`src/rtl/axi4lite_gpio_master_if.sv`:
```
// AXI4-Lite bus bundle between the GPIO command master and the GPIO register slave.
interface axi4lite_gpio_master_if #(
  parameter int ADDR_W = 9,
  parameter int DATA_W = 32
) ();
  logic [ADDR_W-1:0]   awaddr;
  logic                awvalid;
  logic                awready;
  logic [DATA_W-1:0]   wdata;
  logic [DATA_W/8-1:0] wstrb;
  logic                wvalid;
  logic                wready;
  logic [1:0]          bresp;
  logic                bvalid;
  logic                bready;
  logic [ADDR_W-1:0]   araddr;
  logic                arvalid;
  logic                arready;
  logic [DATA_W-1:0]   rdata;
  logic [1:0]          rresp;
  logic                rvalid;
  logic                rready;

  modport master (
    output awaddr, awvalid, wdata, wstrb, wvalid, bready, araddr, arvalid, rready,
    input  awready, wready, bresp, bvalid, arready, rdata, rresp, rvalid
  );

  modport slave (
    input  awaddr, awvalid, wdata, wstrb, wvalid, bready, araddr, arvalid, rready,
    output awready, wready, bresp, bvalid, arready, rdata, rresp, rvalid
  );
endinterface

```
`src/rtl/axi4lite_gpio_master.sv`:
```
// Single-outstanding AXI4-Lite initiator: turns one command into one AXI write
// (AW+W+B) or read (AR+R), returns the response, then accepts the next command.
// All outputs come straight from flops, so no ready input reaches any valid output.
module axi4lite_gpio_master #(
  parameter int ADDR_W         = 9,
  parameter int DATA_W         = 32,
  parameter int TIMEOUT_CYCLES = 256
) (
  input  logic                s_axi_aclk,
  input  logic                s_axi_aresetn,
  input  logic                cmd_valid,
  output logic                cmd_ready,
  input  logic                cmd_write,
  input  logic [ADDR_W-1:0]   cmd_addr,
  input  logic [DATA_W-1:0]   cmd_wdata,
  input  logic [DATA_W/8-1:0] cmd_wstrb,
  output logic                rsp_valid,
  input  logic                rsp_ready,
  output logic                rsp_write,
  output logic [DATA_W-1:0]   rsp_rdata,
  output logic [1:0]          rsp_resp,
  output logic                busy,
  output logic                timeout_err,
  axi4lite_gpio_master_if.master m_axi
);
  localparam int STRB_W = DATA_W / 8;
  localparam int CNT_W  = (TIMEOUT_CYCLES > 0) ? $clog2(TIMEOUT_CYCLES + 1) : 1;
  localparam logic [CNT_W-1:0]  TMO_LIMIT  = CNT_W'(TIMEOUT_CYCLES);
  localparam logic [ADDR_W-1:0] ALIGN_MASK = ~(ADDR_W'(3));

  typedef enum logic [2:0] {
    ST_IDLE = 3'd0,
    ST_WR   = 3'd1,
    ST_WR_B = 3'd2,
    ST_RD_A = 3'd3,
    ST_RD_D = 3'd4,
    ST_RSP  = 3'd5
  } state_e;

  state_e              state_q, state_d;
  logic                cmd_ready_q, cmd_ready_d;
  logic                busy_q, busy_d;
  logic [ADDR_W-1:0]   addr_q, addr_d;
  logic [DATA_W-1:0]   wdata_q, wdata_d;
  logic [STRB_W-1:0]   wstrb_q, wstrb_d;
  logic                awvalid_q, awvalid_d;
  logic                wvalid_q, wvalid_d;
  logic                bready_q, bready_d;
  logic                arvalid_q, arvalid_d;
  logic                rready_q, rready_d;
  logic                rsp_valid_q, rsp_valid_d;
  logic                rsp_write_q, rsp_write_d;
  logic [DATA_W-1:0]   rsp_rdata_q, rsp_rdata_d;
  logic [1:0]          rsp_resp_q, rsp_resp_d;
  logic [CNT_W-1:0]    tmo_cnt_q, tmo_cnt_d;
  logic                timeout_err_q, timeout_err_d;
  logic                aw_pending, w_pending, waiting;

  // Next-state and next-output logic for the transaction sequencer.
  always_comb begin
    state_d     = state_q;
    addr_d      = addr_q;
    wdata_d     = wdata_q;
    wstrb_d     = wstrb_q;
    awvalid_d   = awvalid_q;
    wvalid_d    = wvalid_q;
    bready_d    = bready_q;
    arvalid_d   = arvalid_q;
    rready_d    = rready_q;
    rsp_valid_d = rsp_valid_q;
    rsp_write_d = rsp_write_q;
    rsp_rdata_d = rsp_rdata_q;
    rsp_resp_d  = rsp_resp_q;
    aw_pending  = 1'b0;
    w_pending   = 1'b0;
    case (state_q)
      ST_IDLE: begin
        if (cmd_valid && cmd_ready_q) begin
          addr_d  = cmd_addr & ALIGN_MASK;
          wdata_d = cmd_wdata;
          wstrb_d = cmd_wstrb;
          if (cmd_write) begin
            state_d   = ST_WR;
            awvalid_d = 1'b1;
            wvalid_d  = 1'b1;
          end else begin
            state_d   = ST_RD_A;
            arvalid_d = 1'b1;
          end
        end else begin
          state_d = ST_IDLE;
        end
      end
      ST_WR: begin
        // AW and W complete independently; each valid drops after its own handshake.
        aw_pending = awvalid_q && !m_axi.awready;
        w_pending  = wvalid_q && !m_axi.wready;
        awvalid_d  = aw_pending;
        wvalid_d   = w_pending;
        if (!aw_pending && !w_pending) begin
          state_d  = ST_WR_B;
          bready_d = 1'b1;
        end else begin
          state_d  = ST_WR;
        end
      end
      ST_WR_B: begin
        if (m_axi.bvalid && bready_q) begin
          state_d     = ST_RSP;
          bready_d    = 1'b0;
          rsp_valid_d = 1'b1;
          rsp_write_d = 1'b1;
          rsp_rdata_d = '0;
          rsp_resp_d  = m_axi.bresp;
        end else begin
          state_d = ST_WR_B;
        end
      end
      ST_RD_A: begin
        if (arvalid_q && m_axi.arready) begin
          state_d   = ST_RD_D;
          arvalid_d = 1'b0;
          rready_d  = 1'b1;
        end else begin
          state_d = ST_RD_A;
        end
      end
      ST_RD_D: begin
        if (m_axi.rvalid && rready_q) begin
          state_d     = ST_RSP;
          rready_d    = 1'b0;
          rsp_valid_d = 1'b1;
          rsp_write_d = 1'b0;
          rsp_rdata_d = m_axi.rdata;
          rsp_resp_d  = m_axi.rresp;
        end else begin
          state_d = ST_RD_D;
        end
      end
      ST_RSP: begin
        if (rsp_valid_q && rsp_ready) begin
          state_d     = ST_IDLE;
          rsp_valid_d = 1'b0;
        end else begin
          state_d = ST_RSP;
        end
      end
      default: begin
        state_d     = ST_IDLE;
        awvalid_d   = 1'b0;
        wvalid_d    = 1'b0;
        bready_d    = 1'b0;
        arvalid_d   = 1'b0;
        rready_d    = 1'b0;
        rsp_valid_d = 1'b0;
      end
    endcase
    cmd_ready_d = (state_d == ST_IDLE);
    busy_d      = (state_d != ST_IDLE);
  end

  // Per-channel wait counter; it only flags, the transaction keeps running.
  always_comb begin
    waiting = (state_q == ST_WR) || (state_q == ST_WR_B) ||
              (state_q == ST_RD_A) || (state_q == ST_RD_D);
    if (state_d != state_q) begin
      tmo_cnt_d = '0;
    end else if (waiting && (tmo_cnt_q != TMO_LIMIT)) begin
      tmo_cnt_d = tmo_cnt_q + CNT_W'(1);
    end else begin
      tmo_cnt_d = tmo_cnt_q;
    end
    timeout_err_d = timeout_err_q ||
                    ((TIMEOUT_CYCLES != 0) && waiting && (tmo_cnt_d == TMO_LIMIT));
  end

  // State and output registers, cleared asynchronously by reset.
  always_ff @(posedge s_axi_aclk or negedge s_axi_aresetn) begin
    if (!s_axi_aresetn) begin
      state_q       <= ST_IDLE;
      cmd_ready_q   <= 1'b0;
      busy_q        <= 1'b0;
      addr_q        <= '0;
      wdata_q       <= '0;
      wstrb_q       <= '0;
      awvalid_q     <= 1'b0;
      wvalid_q      <= 1'b0;
      bready_q      <= 1'b0;
      arvalid_q     <= 1'b0;
      rready_q      <= 1'b0;
      rsp_valid_q   <= 1'b0;
      rsp_write_q   <= 1'b0;
      rsp_rdata_q   <= '0;
      rsp_resp_q    <= 2'b00;
      tmo_cnt_q     <= '0;
      timeout_err_q <= 1'b0;
    end else begin
      state_q       <= state_d;
      cmd_ready_q   <= cmd_ready_d;
      busy_q        <= busy_d;
      addr_q        <= addr_d;
      wdata_q       <= wdata_d;
      wstrb_q       <= wstrb_d;
      awvalid_q     <= awvalid_d;
      wvalid_q      <= wvalid_d;
      bready_q      <= bready_d;
      arvalid_q     <= arvalid_d;
      rready_q      <= rready_d;
      rsp_valid_q   <= rsp_valid_d;
      rsp_write_q   <= rsp_write_d;
      rsp_rdata_q   <= rsp_rdata_d;
      rsp_resp_q    <= rsp_resp_d;
      tmo_cnt_q     <= tmo_cnt_d;
      timeout_err_q <= timeout_err_d;
    end
  end

  assign cmd_ready     = cmd_ready_q;
  assign busy          = busy_q;
  assign rsp_valid     = rsp_valid_q;
  assign rsp_write     = rsp_write_q;
  assign rsp_rdata     = rsp_rdata_q;
  assign rsp_resp      = rsp_resp_q;
  assign timeout_err   = timeout_err_q;
  assign m_axi.awaddr  = addr_q;
  assign m_axi.araddr  = addr_q;
  assign m_axi.awvalid = awvalid_q;
  assign m_axi.wdata   = wdata_q;
  assign m_axi.wstrb   = wstrb_q;
  assign m_axi.wvalid  = wvalid_q;
  assign m_axi.bready  = bready_q;
  assign m_axi.arvalid = arvalid_q;
  assign m_axi.rready  = rready_q;
endmodule

```
`src/flat_wrapper.sv`:
```
// flat-port wrapper written by rule: the top's interface ports become plain ports
module axi4lite_gpio_master_flat 
#(
  parameter int ADDR_W         = 9,
  parameter int DATA_W         = 32,
  parameter int TIMEOUT_CYCLES = 256
)
  (s_axi_aclk, s_axi_aresetn, cmd_valid, cmd_ready, cmd_write, cmd_addr, cmd_wdata, cmd_wstrb, rsp_valid, rsp_ready, rsp_write, rsp_rdata, rsp_resp, busy, timeout_err, m_axi_awaddr, m_axi_awvalid, m_axi_wdata, m_axi_wstrb, m_axi_wvalid, m_axi_bready, m_axi_araddr, m_axi_arvalid, m_axi_rready, m_axi_awready, m_axi_wready, m_axi_bresp, m_axi_bvalid, m_axi_arready, m_axi_rdata, m_axi_rresp, m_axi_rvalid);
  axi4lite_gpio_master_if #(.ADDR_W(ADDR_W), .DATA_W(DATA_W)) m_axi_i ();
  input  logic s_axi_aclk;
  input  logic s_axi_aresetn;
  input  logic cmd_valid;
  output logic cmd_ready;
  input  logic cmd_write;
  input  logic [ADDR_W-1:0] cmd_addr;
  input  logic [DATA_W-1:0] cmd_wdata;
  input  logic [DATA_W/8-1:0] cmd_wstrb;
  output logic rsp_valid;
  input  logic rsp_ready;
  output logic rsp_write;
  output logic [DATA_W-1:0] rsp_rdata;
  output logic [1:0] rsp_resp;
  output logic busy;
  output logic timeout_err;
  output wire logic [$bits(m_axi_i.awaddr)-1:0] m_axi_awaddr;
  output wire logic [$bits(m_axi_i.awvalid)-1:0] m_axi_awvalid;
  output wire logic [$bits(m_axi_i.wdata)-1:0] m_axi_wdata;
  output wire logic [$bits(m_axi_i.wstrb)-1:0] m_axi_wstrb;
  output wire logic [$bits(m_axi_i.wvalid)-1:0] m_axi_wvalid;
  output wire logic [$bits(m_axi_i.bready)-1:0] m_axi_bready;
  output wire logic [$bits(m_axi_i.araddr)-1:0] m_axi_araddr;
  output wire logic [$bits(m_axi_i.arvalid)-1:0] m_axi_arvalid;
  output wire logic [$bits(m_axi_i.rready)-1:0] m_axi_rready;
  input wire logic [$bits(m_axi_i.awready)-1:0] m_axi_awready;
  input wire logic [$bits(m_axi_i.wready)-1:0] m_axi_wready;
  input wire logic [$bits(m_axi_i.bresp)-1:0] m_axi_bresp;
  input wire logic [$bits(m_axi_i.bvalid)-1:0] m_axi_bvalid;
  input wire logic [$bits(m_axi_i.arready)-1:0] m_axi_arready;
  input wire logic [$bits(m_axi_i.rdata)-1:0] m_axi_rdata;
  input wire logic [$bits(m_axi_i.rresp)-1:0] m_axi_rresp;
  input wire logic [$bits(m_axi_i.rvalid)-1:0] m_axi_rvalid;
  assign m_axi_awaddr = m_axi_i.awaddr;
  assign m_axi_awvalid = m_axi_i.awvalid;
  assign m_axi_wdata = m_axi_i.wdata;
  assign m_axi_wstrb = m_axi_i.wstrb;
  assign m_axi_wvalid = m_axi_i.wvalid;
  assign m_axi_bready = m_axi_i.bready;
  assign m_axi_araddr = m_axi_i.araddr;
  assign m_axi_arvalid = m_axi_i.arvalid;
  assign m_axi_rready = m_axi_i.rready;
  assign m_axi_i.awready = m_axi_awready;
  assign m_axi_i.wready = m_axi_wready;
  assign m_axi_i.bresp = m_axi_bresp;
  assign m_axi_i.bvalid = m_axi_bvalid;
  assign m_axi_i.arready = m_axi_arready;
  assign m_axi_i.rdata = m_axi_rdata;
  assign m_axi_i.rresp = m_axi_rresp;
  assign m_axi_i.rvalid = m_axi_rvalid;
  axi4lite_gpio_master #(.ADDR_W(ADDR_W), .DATA_W(DATA_W), .TIMEOUT_CYCLES(TIMEOUT_CYCLES)) u_core (.s_axi_aclk(s_axi_aclk), .s_axi_aresetn(s_axi_aresetn), .cmd_valid(cmd_valid), .cmd_ready(cmd_ready), .cmd_write(cmd_write), .cmd_addr(cmd_addr), .cmd_wdata(cmd_wdata), .cmd_wstrb(cmd_wstrb), .rsp_valid(rsp_valid), .rsp_ready(rsp_ready), .rsp_write(rsp_write), .rsp_rdata(rsp_rdata), .rsp_resp(rsp_resp), .busy(busy), .timeout_err(timeout_err), .m_axi(m_axi_i));
endmodule
```
`config.mk`:
```
export PLATFORM = sky130hd
export DESIGN_NAME = axi4lite_gpio_master_flat
export DESIGN_NICKNAME = d
export VERILOG_FILES = /design/src/rtl/axi4lite_gpio_master_if.sv /design/src/rtl/axi4lite_gpio_master.sv /design/src/flat_wrapper.sv
export SDC_FILE = /design/constraint.sdc
export NUM_CORES = 1
export LEC_CHECK = 0
export CELL_PAD_IN_SITES_DETAIL_PLACEMENT = 1
export CELL_PAD_IN_SITES_GLOBAL_PLACEMENT = 1
export CORE_AREA = 2 2 119 121
export DETAILED_ROUTE_END_ITERATION = 8
export DIE_AREA = 0 0 121 123
export HOLD_SLACK_MARGIN = 0.02
export PLACE_DENSITY = 0.84
export SLEW_MARGIN = 20
export SYNTH_ARGS = -nofsm -noshare
export SYNTH_HDL_FRONTEND = slang
export SYNTH_SLANG_ARGS = --single-unit
```
`constraint.sdc`:
```
create_clock -name s_axi_aclk -period 2.8 [get_ports s_axi_aclk]
set_input_delay 0.42 -clock s_axi_aclk [delete_from_list [all_inputs] [get_ports s_axi_aclk]]
set_output_delay 0.42 -clock s_axi_aclk [all_outputs]
set_load 0.01 [all_outputs]
```
Word level (Yosys, flattened, before mapping)
Cells that the tools add are included.
{"block": "totals", "regBits": 99}
{"block": "op_classes", "bitwise_logic": 5, "n_mux": 35, "reduce_logical": 34, "eq_ne": 16, "n_addsub": 1}
{"operator": "32-bit two-way mux", "n": 2}
{"operator": "32-bit one-hot mux with 2 select lines", "n": 1}
{"operator": "9-bit two-way mux", "n": 2}
{"operator": "3-bit one-hot mux with 6 select lines", "n": 1}
{"operator": "4-bit OR reduction", "n": 4}
{"operator": "1-bit one-hot mux with 3 select lines", "n": 5}
{"operator": "1-bit two-way mux", "n": 13}
{"operator": "2-bit by 1-bit inequality test with 1-bit output (second input constant)", "n": 6}
{"operator": "3-bit AND reduction", "n": 4}
{"operator": "1-bit logical AND", "n": 10}
{"operator": "2-bit two-way mux", "n": 5}
{"operator": "9-bit by 1-bit adder with 9-bit output (second input constant)", "n": 1}
{"operator": "9-bit == test (second input constant)", "n": 1}
{"operator": "3-bit two-way mux", "n": 3}
{"operator": "9-bit inequality test (second input constant)", "n": 1}
{"operator": "4-bit AND reduction", "n": 2}
{"operator": "3-bit by 2-bit == test with 1-bit output (second input constant)", "n": 2}
{"operator": "3-bit == test (second input constant)", "n": 2}
{"operator": "3-bit zero test", "n": 2}
{"operator": "1-bit inverter", "n": 5}
{"operator": "1-bit zero test", "n": 4}
{"operator": "1-bit logical OR", "n": 4}
{"operator": "2-bit inequality test (second input constant)", "n": 2}
{"operator": "1-bit one-hot mux with 4 select lines", "n": 1}
{"operator": "other kinds (8)", "n": 8}

Depth between registers and ports, before layout
{"block": "logic_depth", "depth_word": 11, "ltp_mapped": 7}

Worst setup path after synthesis
OpenSTA, ideal clock, no wires.
{"block": "synth_path", "kind": "register to register", "startpoint": "register u_core.tmo_cnt_q[0]", "endpoint": "register u_core.timeout_err_q, in the netlist u_core.timeout_err", "setup_slack_ns": 0.818, "stages_incl_launch_ff": 8, "required_time_ns": 2.696, "n_path_buf": 0, "period_less_slack_ns": 1.982, "t_arrival_ns": 1.878, "cell_sequence": "dfrtp_1 inv_1 ha_1 or2b_1 a41oi_1 a41oi_1 or4_1 o41ai_2"}
{"block": "synth_between", "elab_chain_cells": 7}
{"element": "start, declared", "line_no": "axi4lite_gpio_master.sv:55", "text": "logic [CNT_W-1:0] tmo_cnt_q, tmo_cnt_d;"}
{"element": "start signal, assigned", "line_no": "axi4lite_gpio_master.sv:213", "text": "tmo_cnt_q <= tmo_cnt_d;"}
{"element": "parallel branches: the longest is 2 deep, another holds 9-bit by 1-bit adder with 9-bit output"}
{"element": "9-bit two-way mux (*)", "line_no": "axi4lite_gpio_master.sv:168", "text": "end else if (waiting && (tmo_cnt_q != TMO_LIMIT)) begin"}
{"element": "9-bit two-way mux (*)", "line_no": "axi4lite_gpio_master.sv:166", "text": "if (state_d != state_q) begin"}
{"element": "9-bit == test (*)", "line_no": "axi4lite_gpio_master.sv:174", "text": "((TIMEOUT_CYCLES != 0) && waiting && (tmo_cnt_d == TMO_LIMIT));"}
{"element": "1-bit logical AND (*)", "line_no": "axi4lite_gpio_master.sv:174"}
{"element": "1-bit logical OR (*)", "line_no": "axi4lite_gpio_master.sv:173", "text": "timeout_err_d = timeout_err_q ||"}
{"element": "net u_core.timeout_err_d", "line_no": "axi4lite_gpio_master.sv:56", "text": "logic timeout_err_q, timeout_err_d;"}
{"element": "end signal, assigned", "line_no": "axi4lite_gpio_master.sv:214", "text": "timeout_err_q <= timeout_err_d;"}
{"element": "end, declared", "line_no": "axi4lite_gpio_master.sv:56"}
Mark *: on every way through the listed nets, which the timed path passes.
A chain may end at the register's enable or synchronous reset.

Worst setup path in the final report
{"block": "layout_path", "startpoint": "register u_core.state_q[1]", "endpoint": "register u_core.timeout_err_q, in the netlist u_core.timeout_err"}
{"block": "layout_between", "elab_chain_cells": 10}
{"element": "start, declared", "line_no": "axi4lite_gpio_master.sv:40", "text": "state_e state_q, state_d;"}
{"element": "start signal, assigned", "line_no": "axi4lite_gpio_master.sv:198", "text": "state_q <= state_d;"}
{"element": "parallel branches: the longest is 8 deep, another holds 9-bit two-way mux"}
{"element": "1-bit logical AND (*)", "line_no": "axi4lite_gpio_master.sv:174"}
{"element": "1-bit logical OR (*)", "line_no": "axi4lite_gpio_master.sv:173"}
{"element": "net u_core.timeout_err_d", "line_no": "axi4lite_gpio_master.sv:56"}
Marked as above.

==> impl_metrics.sql <==
INSERT INTO impl_metrics (metric_group, metric, value, unit) VALUES
('outcome', 'outcome', 'finished clean', ''),
('global_route', 'grt_max_degree', '61', ''),
('clock_network', 'post_cts_buffers', '0', ''),
('cells_and_area', 'final_cells', '706', ''),
('clock_network', 'number_of_sinks_driven_by_the_clock_tree', '99', ''),
('worst_setup_path', 'number_of_cell_instances_on_the_worst_register_to_register_path', '6', ''),
('route', 'routed.top_layer', 'met4', ''),
('route', 'routed_wire_length_per_instance', '17.87', 'µm'),
('clock_network', 'cts_buffers', '9', ''),
('floorplan', 'floorplan.initialDensity', '0.3159', ''),
('synthesis', 'postSynth.asyncResetShare', '1.000', ''),
('worst_setup_path', 'start_kind', 'flip-flop', ''),
('worst_setup_path', 'timing.rr.end', 'u_core.timeout_err$_DFF_PN0_', ''),
('cells_and_area', 'final_layout_size_suffix_gt1_frac', '0.1502', ''),
('hold_path', 'min-delay-path-class', 'in2async', ''),
('floorplan', 'boundaryPins', '189', ''),
('floorplan', 'width_of_the_chip', '121', 'µm'),
('route', 'met3WireLength', '794', 'µm'),
('clock_network', 'postCtsResizedCells', '0', ''),
('timing', 'timing.max_slew.rel_slack', '0.5360', ''),
('worst_setup_path', 'cp.required', '3.04', 'ns'),
('floorplan', 'chipHeight', '123', 'µm'),
('floorplan', 'fp.coreArea', '13610', 'µm²'),
('floorplan', 'die_ar', '14880', 'µm²'),
('placed_design', 'hpwlAfterDp', '9.399', 'mm'),
('clock_network', 'cts_tree', 'built', ''),
('route', 'via_count', '3468', ''),
('cells_and_area', 'antennaDiodeCount', '0', ''),
('timing', 'setup_viol', '0', ''),
('synthesis', 'ys.flop_type', 'dfrtp_1', ''),
('global_route', 'grt_antenna_before_repair', '0', ''),
('route', 'finalWirelength', '12.61', 'mm'),
('route', 'met2_routed_length', '6.573', 'mm'),
('synthesis', 'synth.yosys.seq_area_share', '0.5761', ''),
('worst_setup_path', 'maximum_cell_stage_delay_along_the_critical_path', '0.60', 'ns'),
('timing', 'final.period_utilization', '0.8449', ''),
('placed_design', 'globalplace.congestion', '0.8600', ''),
('route', 'final_antenna_net_count', '0', ''),
('synthesis', 'synthCells', '346', ''),
('worst_setup_path', 'endpoint_kind_of_the_worst_setup_timing_path', 'flip-flop', ''),
('synthesis', 'yosys_warnings', '0', ''),
('worst_setup_path', 'crit_type', 'reg2reg', ''),
('timing', 'grt_setup_unrepaired', 'no', ''),
('worst_setup_path', 'critPathArrivalTime', '2.61', 'ns'),
('worst_setup_path', 'worst_path_max_delay_cell', 'dfrtp_1', ''),
('power', 'report.power.total', '5969', 'µW'),
('clock_network', 'clk_latency', '0.35', 'ns'),
('floorplan', 'row_count', '43', ''),
('cells_and_area', 'count_of_fill_cells_added_during_filler_insertion', '1425', ''),
('timing', 'finClkSkew', '0.01196', 'ns'),
('clock_network', 'cts-root-buf', 'clkbuf_16', ''),
('cells_and_area', 'syn_to_final_growth', '53.56', '%'),
('worst_setup_path', 'critical_path.cell_chain', 'buf_4 -> nor2_1 -> o21ai_0 -> a21oi_1 -> o211ai_2 -> o41ai_2', ''),
('route', 'via_per_inst', '4.912', ''),
('placed_design', 'placement.io_buffers', '182', ''),
('route', 'drcViolationCount', '0', ''),
('route', 'number_of_drc_markers_in_iteration_0', '95', ''),
('synthesis', 'synth.lib_cells_used.distinct', '51', ''),
('clock_network', 'clk_pin_slew', '0.07', 'ns'),
('worst_setup_path', 'crit-reg2reg-launch', 'u_core.state_q[1]$_DFF_PN0_', ''),
('clock_network', 'htree_num_levels', '3', ''),
('worst_setup_path', 'reg2reg_setup_slack', '0.43', 'ns'),
('cells_and_area', 'num-nets-final', '614', ''),
('timing', 'fmaxAchievable', '0.4227', 'GHz'),
('cells_and_area', 'layout_common_cells', '181 x clkdlybuf4s50_1, 99 x dfrtp_1, 43 x mux2_2', ''),
('clock_network', 'clock_path_buffers', '2', ''),
('timing', 'final_setup_tns', '0', 'ns'),
('timing', 'slew_viols_final', '0', ''),
('global_route', 'globalRouteTotalUtil', '0.1742', ''),
('synthesis', 'synth.avg_cell_area', '12.43', 'µm²'),
('global_route', 'via_count_of_the_first_global_routing_pass', '3844', '');
report_power, final:
part | internal (µW) | total [µW] | switching [µW]
clock | 716 | 1310 | 591
sequential | 1950 | 2320 | 370
combinational | 1440 | 2340 | 893
total | 4110 | 5970 | 1850
cells by family after synthesis:
kind of cell	after synthesis	share of synthesized area
and+or+nand+nor	69	0.08699
buffers and inverters	41	0.04888
other	1	0.0008720
muxes	47	0.1219
xor gates and xnor gates	7	0.01426
adders and majority gates	2	0.005818
DFF	99	0.5761
AOI/OAI and AO/OA	80	0.1452
flip-flops by register name, indices dropped and copies added (netlist names):
name and flops:
u_core.m_axi.wdata 32, u_core.m_axi.bready 1, u_core.m_axi.rready 1, u_core.cmd_ready 1, u_core.timeout_err 1, u_core.rsp_resp 2
u_core.tmo_cnt_q 9, u_core.rsp_rdata 32, u_core.m_axi.awvalid 1, u_core.rsp_write 1, u_core.m_axi.wstrb 4, u_core.state_q 3
u_core.m_axi.araddr 7, u_core.rsp_valid 1, u_core.m_axi.arvalid 1, u_core.m_axi.wvalid 1, u_core.busy 1
routing by layer:
| layer | global-route usage | up-vias |
|---|---|---|
| met2 | 0.3044 | 124 |
| met3 | 0.04889 | 19 |
| met1 | 0.2028 | 1726 |
| li1 | - | 1599 |
| met4 | 0.06831 | 0 |
| met5 | 0 | - |
Yosys cell counts (all sizes together), types with 2 or more instances:
cell type  instances  share of area
or3                3         0.0058
nor4b              2         0.0055
xor2               2         0.0041
mux2              43           0.11
xnor2              5          0.010
a22o              35          0.071
nand2b             2         0.0029
ha                 2         0.0058
a22oi              4         0.0070
a41oi              3         0.0061
o21bai             2         0.0035
o211ai             2         0.0047
nor2b              4         0.0058
a21oi             10          0.012
clkbuf             8         0.0070
dfrtp             99           0.58
mux2i              4         0.0093
o31ai              3         0.0052
buf               19          0.030
nand4              3         0.0044
nand2             17          0.015
o21ai             12          0.015
nor3               3         0.0035
and3               5         0.0081
nand3              4         0.0047
inv               14          0.012
nor2              17          0.015
nor4               6          0.012
worst max-delay path, delay by kind of cell (launching register included):
kind | cells | cell delay (ns)
compound gates | 4 | 1.12
buf+inv | 1 | 0.27
flops | 1 | 0.60
simple gates | 1 | 0.27
how the worst max path moves through the flow:
stage / from / endpoint / slack [ns] / cells past startpoint
final: u_core.state_q[1]$_DFF_PN0_ / u_core.timeout_err$_DFF_PN0_ / 0.43 / 6
after global routing: u_core.state_q[2]$_DFF_PN0_ / u_core.timeout_err$_DFF_PN0_ / 0.26 / 5
after CTS: u_core.state_q[1]$_DFF_PN0_ / u_core.timeout_err$_DFF_PN0_ / 0.43 / 6
after detailed placement: m_axi_awready / u_core.timeout_err$_DFF_PN0_ / 0.43 / 6
after global placement: m_axi_wready / u_core.timeout_err$_DFF_PN0_ / 0.46 / 6
after floorplan: u_core.tmo_cnt_q[0]$_DFF_PN0_ / u_core.timeout_err$_DFF_PN0_ / 0.82 / 7
area by class of cell:
class / count / area (µm²) / area share
Clock buffer: 9 / 225.2 / 0.03410
Clock inverter: 7 / 92.59 / 0.01402
Sequential cell: 99 / 2477 / 0.3751
Tap cell: 180 / 225.2 / 0.03410
Multi-Input combinational cell: 209 / 1642 / 0.2486
Inverter: 14 / 52.55 / 0.007958
Timing Repair Buffer: 188 / 1889 / 0.2861
stage by stage:
stage	cell area, µm²	setup WS [ns]
global placement	6286	0.4618
floorplan	4312	0.8182
global route	6604	0.2560
detailed placement	6286	0.4261
CTS	6604	0.4299
finish	6604	0.4344
Power figures use the tool's default switching activity.
